## src/rtl/uart_tx_ctrl.sv

```systemverilog
// uart_tx_ctrl: UART serial transmitter.
// Sends one frame per accepted request: a start bit (0), DATA_BITS data bits
// LSB first, an optional parity bit, then STOP_BITS stop bits (1). Bit timing
// comes from the external baud enable pulse `tick`. All registers update on
// the falling edge of clk_2.
//
// Ports:
//   clk_2    in   system clock (falling-edge active)
//   reset    in   asynchronous, active-high reset
//   tick     in   baud enable, one clk_2 cycle per bit period
//   send     in   transmit request, honoured only while ready=1
//   data_in  in   word to transmit, captured when send is accepted
//   txd      out  serial line, idles high
//   ready    out  1 = idle, a send will be accepted
//   busy     out  1 = frame pending or in progress
//   done     out  one-cycle pulse when the last stop bit completes
//
// state  | meaning
// -------+-------------------------------------------------------------
// IDLE   | line high, waiting for send
// LOAD   | word captured, line high until the next tick aligns the frame
// START  | start bit (0) on the line
// DATA   | data bit shift_q[0] on the line, bit_cnt counts sent bits
// PARITY | parity bit on the line
// STOP   | stop bit (1) on the line, stop_cnt counts stop periods

module uart_tx_ctrl #(
    parameter int DATA_BITS  = 8,
    parameter int PARITY_EN  = 1,
    parameter int PARITY_ODD = 0,
    parameter int STOP_BITS  = 1
) (
    input  logic                 clk_2,
    input  logic                 reset,
    input  logic                 tick,
    input  logic                 send,
    input  logic [DATA_BITS-1:0] data_in,
    output logic                 txd,
    output logic                 ready,
    output logic                 busy,
    output logic                 done
);

    typedef enum logic [2:0] {
        S_IDLE,
        S_LOAD,
        S_START,
        S_DATA,
        S_PARITY,
        S_STOP
    } state_t;

    localparam logic [3:0] BIT_LAST  = 4'(DATA_BITS - 1);
    localparam logic [3:0] STOP_LAST = 4'(STOP_BITS - 1);
    localparam logic       ODD_BIT   = (PARITY_ODD != 0);

    state_t                 state_q,    state_d;
    logic [DATA_BITS-1:0]   shift_q,    shift_d;
    logic                   parity_q,   parity_d;
    logic [3:0]             bit_cnt_q,  bit_cnt_d;
    logic [3:0]             stop_cnt_q, stop_cnt_d;
    logic                   txd_q,      txd_d;
    logic                   ready_q,    ready_d;
    logic                   busy_q,     busy_d;
    logic                   done_q,     done_d;

    // Outputs are computed for the next state so they come straight from
    // flops: the line never glitches and status flips on the same edge as
    // the state.
    always_comb begin
        state_d    = state_q;
        shift_d    = shift_q;
        parity_d   = parity_q;
        bit_cnt_d  = bit_cnt_q;
        stop_cnt_d = stop_cnt_q;
        txd_d      = txd_q;
        ready_d    = ready_q;
        busy_d     = busy_q;
        done_d     = 1'b0;

        case (state_q)
            S_IDLE: begin
                // tick is deliberately ignored here, including the cycle in
                // which send is accepted; the frame aligns to the next tick.
                if (send) begin
                    shift_d    = data_in;
                    parity_d   = (^data_in) ^ ODD_BIT;
                    bit_cnt_d  = 4'd0;
                    stop_cnt_d = 4'd0;
                    state_d    = S_LOAD;
                    txd_d      = 1'b1;
                    ready_d    = 1'b0;
                    busy_d     = 1'b1;
                end
            end
            S_LOAD: begin
                if (tick) begin
                    state_d = S_START;
                    txd_d   = 1'b0;
                end
            end
            S_START: begin
                if (tick) begin
                    state_d = S_DATA;
                    txd_d   = shift_q[0];
                end
            end
            S_DATA: begin
                if (tick) begin
                    if (bit_cnt_q == BIT_LAST) begin
                        if (PARITY_EN != 0) begin
                            state_d = S_PARITY;
                            txd_d   = parity_q;
                        end else begin
                            state_d    = S_STOP;
                            stop_cnt_d = 4'd0;
                            txd_d      = 1'b1;
                        end
                    end else begin
                        shift_d   = shift_q >> 1;
                        bit_cnt_d = bit_cnt_q + 4'd1;
                        txd_d     = shift_d[0];
                    end
                end
            end
            S_PARITY: begin
                if (tick) begin
                    state_d    = S_STOP;
                    stop_cnt_d = 4'd0;
                    txd_d      = 1'b1;
                end
            end
            S_STOP: begin
                if (tick) begin
                    if (stop_cnt_q == STOP_LAST) begin
                        state_d = S_IDLE;
                        txd_d   = 1'b1;
                        ready_d = 1'b1;
                        busy_d  = 1'b0;
                        done_d  = 1'b1;
                    end else begin
                        stop_cnt_d = stop_cnt_q + 4'd1;
                    end
                end
            end
            default: begin
                state_d = S_IDLE;
                txd_d   = 1'b1;
                ready_d = 1'b1;
                busy_d  = 1'b0;
            end
        endcase
    end

    always_ff @(negedge clk_2 or posedge reset) begin
        if (reset) begin
            state_q    <= S_IDLE;
            shift_q    <= '0;
            parity_q   <= 1'b0;
            bit_cnt_q  <= 4'd0;
            stop_cnt_q <= 4'd0;
            txd_q      <= 1'b1;
            ready_q    <= 1'b1;
            busy_q     <= 1'b0;
            done_q     <= 1'b0;
        end else begin
            state_q    <= state_d;
            shift_q    <= shift_d;
            parity_q   <= parity_d;
            bit_cnt_q  <= bit_cnt_d;
            stop_cnt_q <= stop_cnt_d;
            txd_q      <= txd_d;
            ready_q    <= ready_d;
            busy_q     <= busy_d;
            done_q     <= done_d;
        end
    end

    assign txd   = txd_q;
    assign ready = ready_q;
    assign busy  = busy_q;
    assign done  = done_q;

endmodule

```

## config.mk

```make
export PLATFORM = sky130hd
export DESIGN_NAME = uart_tx_ctrl
export DESIGN_NICKNAME = d
export VERILOG_FILES = /design/src/rtl/uart_tx_ctrl.sv
export SDC_FILE = /design/constraint.sdc
export NUM_CORES = 1
export LEC_CHECK = 0
export ABC_AREA = 1
export ABC_CLOCK_PERIOD_IN_PS = 2100
export CAP_MARGIN = 25
export CELL_PAD_IN_SITES_DETAIL_PLACEMENT = 1
export CELL_PAD_IN_SITES_GLOBAL_PLACEMENT = 2
export CORE_ASPECT_RATIO = 0.75
export CORE_MARGIN = 4
export CORE_UTILIZATION = 31
export DETAILED_ROUTE_END_ITERATION = 8
export GPL_TIMING_DRIVEN = 0
export HOLD_SLACK_MARGIN = 0.1
export PLACE_DENSITY_LB_ADDON = 0.1
export SYNTH_ARGS = -nofsm -noshare
export SYNTH_HDL_FRONTEND = slang
export SYNTH_SLANG_ARGS = --single-unit
export TNS_END_PERCENT = 5
```

## constraint.sdc

```tcl
create_clock -name clk_2 -period 2.1 [get_ports clk_2]
set_clock_uncertainty 0.15 [all_clocks]
set_input_delay 0.63 -clock clk_2 [delete_from_list [all_inputs] [get_ports clk_2]]
set_output_delay 0.63 -clock clk_2 [all_outputs]
set_load 0.02 [all_outputs]
```

==> results.json, run 1 <==
{
  "status": "finished, violations left",
  "violations": "setup timing",
  "pre_cts_slack_ns": -1.16,
  "min_path_cells": 2,
  "synth.largest_area_cell": "dfrtn_1",
  "clkSinkCount": 24,
  "area_growth_pct": 26.4,
  "drv_slew": 0,
  "synth.area.top_cells": "dfrtn_1, nand2_1, inv_1",
  "slowest_stage": "dfstp_2",
  "drv_cap": 0,
  "worst-slew-pin-transition_ns": 0.533,
  "die_area_sq_mm": 0.00618,
  "antenna_found_initial": 0,
  "tns_ns": -8.67,
  "place_congestion": 0.813,
  "hold_class": "flip-flop to flip-flop",
  "synth_area_sq_mm": 0.00154,
  "multi_input_area_sq_um": 871,
  "crit_type": "flip-flop to output port",
  "avgSynthCellArea_sq_um": 6.56,
  "grt_overflow": 0,
  "via_per_inst": 4.56,
  "hpwlAfterDp_um": 3060,
  "power_frac_seq_pct": 28.9,
  "layout_common_cells": "nand2_1, dfrtn_1, inv_1",
  "n_antenna_cell": 0,
  "dpl_cell_area_sq_mm": 0.00178,
  "grt_pass1_vias": 1405,
  "max_slew_margin_pct": 64.4,
  "crit_buf_inv": 1,
  "setup_ws_ns": -0.714,
  "ios": 16,
  "r2r_cells": 10,
  "clk_pin_slew_ns": 0.06,
  "ys_ff_latch": 24,
  "cts_tree": "yes",
  "whs_ns": 0.286,
  "critPathLaunchType": "flip-flop",
  "place_inst": 307,
  "yosys_warnings": 0,
  "fillers": 602,
  "yosysTopAreaCellShare_pct": 35.7,
  "instances_no_fill": 319,
  "detailroute.via_count": 1454,
  "ys_seq_area_share_pct": 39.1,
  "power.switching_mw": 1.18,
  "path_depth": 1,
  "worstSkewPairLatency_ns": 0.28,
  "grt_pass1_wl_um": 6890,
  "htreeDepth": 1,
  "core_sq_mm": 0.00462,
  "die_w_um": 89.4,
  "cts_max_path_buffers": 2,
  "cts_hold_buffers": 0,
  "drtPass1Iterations": 4,
  "cpPeakStageDelay_ns": 0.54,
  "synth_cell_type_count": 25,
  "final_cell_area_sq_mm": 0.00195,
  "num_rows": 21,
  "p_sw_share_pct": 44.6,
  "hold_viol": 0,
  "worstPathRequired_ns": 1.32,
  "p_leak_nw": 1.08,
  "rsz0062_at_grt": "yes",
  "syn_nets": 250,
  "clkPwrFrac_pct": 16.0,
  "crit_family": "flip-flops",
  "numCtsBuffers": 3,
  "worstPathArrival_ns": 2.03,
  "final_common_cell": "nand2_1",
  "crit_chain": "buf_6",
  "cp-end-kind": "output port",
  "intPower_mw": 1.47,
  "regArea_sq_um": 603,
  "nNetsFinal": 278,
  "antenna_left": 0,
  "wirelength_um": 3990,
  "synth_cells": 235,
  "grt_max_degree": 25,
  "comb_power_share_pct": 55.1,
  "die_y_um": 69.1,
  "setup_violations": 27,
  "wl_per_cell_um": 12.5,
  "dr.first_iter.drc_count": 72,
  "route.detailed.drc": 0,
  "clockRootBuffer": "clkbuf_8",
  "r2r_setup_slack_ns": 0.24,
  "drive_gt1_share_pct": 19.5,
  "grtUsageTotal_pct": 14.0,
  "ir_drop_mv": 0.629,
  "start_util_pct": 33.3,
  "cp_max_fo": 2,
  "p_per_area_mw_per_mm2": 1360,
  "numPortBuffers": 15
}
sequential cells by signal (all words and copies together), names as in the netlist, 3 cells and up:
| name | count |
|---|---|
| shift_q | 8 |
| bit_cnt_q | 4 |
| stop_cnt_q | 4 |
| state_q | 3 |
logic make-up (layout without fill, tap and decap cells):
family                     count (synthesis)  count (layout)  share of synthesized area, %
and+or+nand+nor                          154             154                          40.9
AOI/OAI and AO/OA                         16              16                          5.68
DFF                                       24              24                          39.1
adders and majority gates                  3               3                          2.44
xor gates and xnor gates                   6               6                          3.41
buffers and inverters                     32              59                          8.44
synth_stat cells (all sizes together):
master	count
nand2	112
nor3	2
nand3b	1
dfrtn	22
a21oi	2
clkbuf	1
buf	3
a21boi	1
nor2	25
nand4	1
inv	28
xor2	2
o22ai	1
dfstp	2
nand3	13
ha	3
o21ai	12
xnor2	4
layer usage:
| metal | wire length, um | track usage (%) | vias to the layer above |
|---|---|---|---|
| met1 | 2280 | 23.7 | 658 |
| met4 | 22 | 1.98 | 0 |
| li1 | - | - | 778 |
| met5 | 0 | 0 | - |
| met2 | 1530 | 17.7 | 14 |
| met3 | 153 | 3.57 | 4 |
area by class of cell:
type                       instances  area share [%]
timing repair buffer              22            9.70
clock buffer                       3            2.12
multi-input combinational        179            44.7
clock inverter                     3            1.93
sequential                        24            31.0
buffer                             4            1.28
tap                               57            3.66
inverter                          27            5.65
worst paths after layout:
| kind | startpoint | to |
|---|---|---|
| worst max-delay path | txd | txd |
| worst min-delay path | shift_q[5] | shift_q[5] |
| worst max register to register | state_q[0] | stop_cnt_q[0] |
| worst min register to register | shift_q[5] | shift_q[5] |
| max in group asynchronous | reset | txd |
| min in group asynchronous | reset | state_q[2] |
per-stage QoR:
step | power, mW | util [%]
3_5_place_dp | 2.05 | 38.5
6_report | 2.65 | 42.1
5_1_grt | 2.93 | 42.1
2_1_floorplan | 1.68 | -
4_1_cts | 2.58 | 40.9
3_3_place_gp | 2.03 | 38.5
power groups by stage:
| stage | logic [mW] | clock network (mW) | registers (mW) |
|---|---|---|---|
| 3_5_place_dp | 1.27 | 0.00895 | 0.763 |
| 2_1_floorplan | 0.894 | 0.00895 | 0.777 |
| 3_3_place_gp | 1.26 | 0.00895 | 0.759 |
| 6_report | 1.46 | 0.424 | 0.764 |
| 5_1_grt | 1.67 | 0.470 | 0.789 |
| 4_1_cts | 1.37 | 0.445 | 0.765 |
repair_timing:
action | CTS | global route
gates resized for setup | 40 | 20
setup endpoints to repair | 52 | 30
hold endpoints to repair | 0 | 0
cloned | 1 | 0
pin swaps | 4 | 6
buffers inserted | 3 | 3
(Power assumes the default switching activity.)
==> inputs of run 2 (changes only) <==
--- a/config.mk
+++ b/config.mk
@@ -12,7 +12,8 @@
 export CELL_PAD_IN_SITES_GLOBAL_PLACEMENT = 2
 export CORE_ASPECT_RATIO = 0.75
 export CORE_MARGIN = 4
-export CORE_UTILIZATION = 31
+export CORE_UTILIZATION = 32
+export CTS_BUF_LIST = sky130_fd_sc_hd__clkbuf_2
 export DETAILED_ROUTE_END_ITERATION = 8
 export GPL_TIMING_DRIVEN = 0
 export HOLD_SLACK_MARGIN = 0.1
==> results.json, run 2 (synthesis results as in run 1) <==
{
  "nNetsFinal": 273,
  "fillers": 604,
  "final_common_cell": "nand2_1",
  "reg.largest.list": "shift_q x8, bit_cnt_q x4, stop_cnt_q x4",
  "route.detailed.drc": 0,
  "instances_no_fill": 314,
  "drv_cap": 0,
  "crit_family": "flip-flops",
  "clk_pin_slew_ns": 0.14,
  "cts_tree": "yes",
  "cts_hold_buffers": 0,
  "hpwlAfterDp_um": 2990,
  "worst-slew-pin-transition_ns": 0.537,
  "die_w_um": 88.1,
  "antenna_left": 0,
  "antenna_found_initial": 0,
  "via_per_inst": 4.46,
  "place_congestion": 0.829,
  "die_area_sq_mm": 0.00600,
  "r2r_setup_slack_ns": 0.24,
  "detailroute.via_count": 1399,
  "hold_path.startpoint": "shift_q[5]",
  "p_leak_nw": 1.04,
  "n_antenna_cell": 0,
  "cts_max_path_buffers": 2,
  "ios": 16,
  "r2r-start": "state_q[0]",
  "worstPathRequired_ns": 1.32,
  "dr.first_iter.drc_count": 114,
  "ir_drop_mv": 0.565,
  "htreeDepth": 1,
  "setup_ws_ns": -0.744,
  "place_inst": 307,
  "grt_pass1_vias": 1375,
  "pre_cts_slack_ns": -1.15,
  "largest_register_ffs": 8,
  "power.total_mw": 2.35,
  "critPathLaunchType": "flip-flop",
  "crit_type": "flip-flop to output port",
  "die_y_um": 68.1,
  "core_sq_mm": 0.00455,
  "max_slew_margin_pct": 64.1,
  "violations": "setup timing",
  "status": "finished, violations left",
  "area_growth_pct": 20.6,
  "grt_overflow": 0,
  "cp_max_fo": 2,
  "finish.utilization_pct": 40.9,
  "layout_common_cells": "nand2_1, dfrtn_1, inv_1",
  "min_path_cells": 2,
  "crit_chain": "buf_6",
  "crit_buf_inv": 1,
  "drv_slew": 0,
  "wirelength_um": 3860,
  "worstPathArrival_ns": 2.06,
  "cpPeakStageDelay_ns": 0.53,
  "p_per_area_mw_per_mm2": 1260,
  "rsz0062_at_grt": "yes",
  "num_rows": 21,
  "drive_gt1_share_pct": 15.2,
  "worstSkewPairLatency_ns": 0.31,
  "clkSinkCount": 24,
  "numCtsBuffers": 3,
  "wl_per_cell_um": 12.3,
  "r2r-end": "shift_q[1]",
  "start_util_pct": 33.9,
  "hold_viol": 0,
  "grtUsageTotal_pct": 14.4,
  "setup_violations": 27,
  "grt_max_degree": 25,
  "cp-end-kind": "output port",
  "min_to": "shift_q[5]",
  "clockRootBuffer": "clkbuf_2",
  "grt_pass1_wl_um": 6680,
  "hold_class": "flip-flop to flip-flop",
  "regMostFlops": "shift_q",
  "r2r_cells": 7,
  "drtPass1Iterations": 4,
  "slowest_stage": "dfstp_2",
  "numPortBuffers": 15
}
==> run 2: cell types whose count changed in the layout (fill, tap and decap cells not counted), sizes merged <==
cell	before	now
clkbuf	5	4
buf	15	9
clkdlybuf4s15	1	3
==> run 2: worst reg2reg max path: cells and delay by family, from the launching register on <==
kind	cells	cell delay, ns
AO/OA/AOI/OAI	2	0.20
AND/OR/NAND/NOR	3	0.37
flip-flops	1	0.43
buffers and inverters	2	0.57
==> run 2: final cells by class <==
cell class              count  area (sq um)  area share (%)
plain buffers               4          25.0            1.35
flip-flops and latches     24           603            32.4
well taps                  57          71.3            3.84
clock inverters             3          25.0            1.35
repair buffers             17           161            8.68
multi-input cells         179           851            45.8
inverters                  27           108            5.79
clock buffers               3          15.0           0.808
==> run 2: through the flow <==
stage                     instance area, sq um  setup TNS, ns  hold WS [ns]
after floorplan                           1560         -13.42         0.260
after global placement                    1780         -47.97         0.277
after detailed placement                  1780         -48.27         0.276
after CTS                                 1850         -16.08         0.290
after global routing                      1860         -17.28         0.315
final                                     1860         -15.74         0.282
==> run 2: worst max path at each step <==
| stage | start | endpoint | slack [ns] | cells past startpoint |
|---|---|---|---|---|
| 2_1_floorplan | tick | shift_q[7] | -0.46 | 6 |
| 3_3_place_gp | tick | shift_q[7] | -1.16 | 7 |
| 3_5_place_dp | tick | shift_q[7] | -1.15 | 7 |
| 4_1_cts | txd | txd | -0.78 | 1 |
| 5_1_grt | ready | ready | -0.85 | 1 |
| 6_report | txd | txd | -0.74 | 1 |
==> run 2: metal layers <==
metal / routed length, um / global-route usage, %
met1: 2340 / 23.7
met2: 1350 / 18.0
met3: 144 / 3.97
met4: 24 / 2.83
met5: 0 / 0
==> run 2: power by group <==
| part | internal [mW] | total, mW | leakage (nW) | switching [mW] |
|---|---|---|---|---|
| registers | 0.653 | 0.759 | 0.309 | 0.106 |
| logic | 0.481 | 1.34 | 0.695 | 0.856 |
| clock network | 0.107 | 0.256 | 0.0359 | 0.148 |
| total | 1.24 | 2.35 | 1.04 | 1.11 |
==> run 2: what timing repair did <==
item | in CTS | in global routing
resized for setup | 42 | 7
buffers inserted | 2 | 0
pin swaps | 2 | 1
setup endpoints to repair | 52 | 27
hold endpoints to repair | 0 | 0
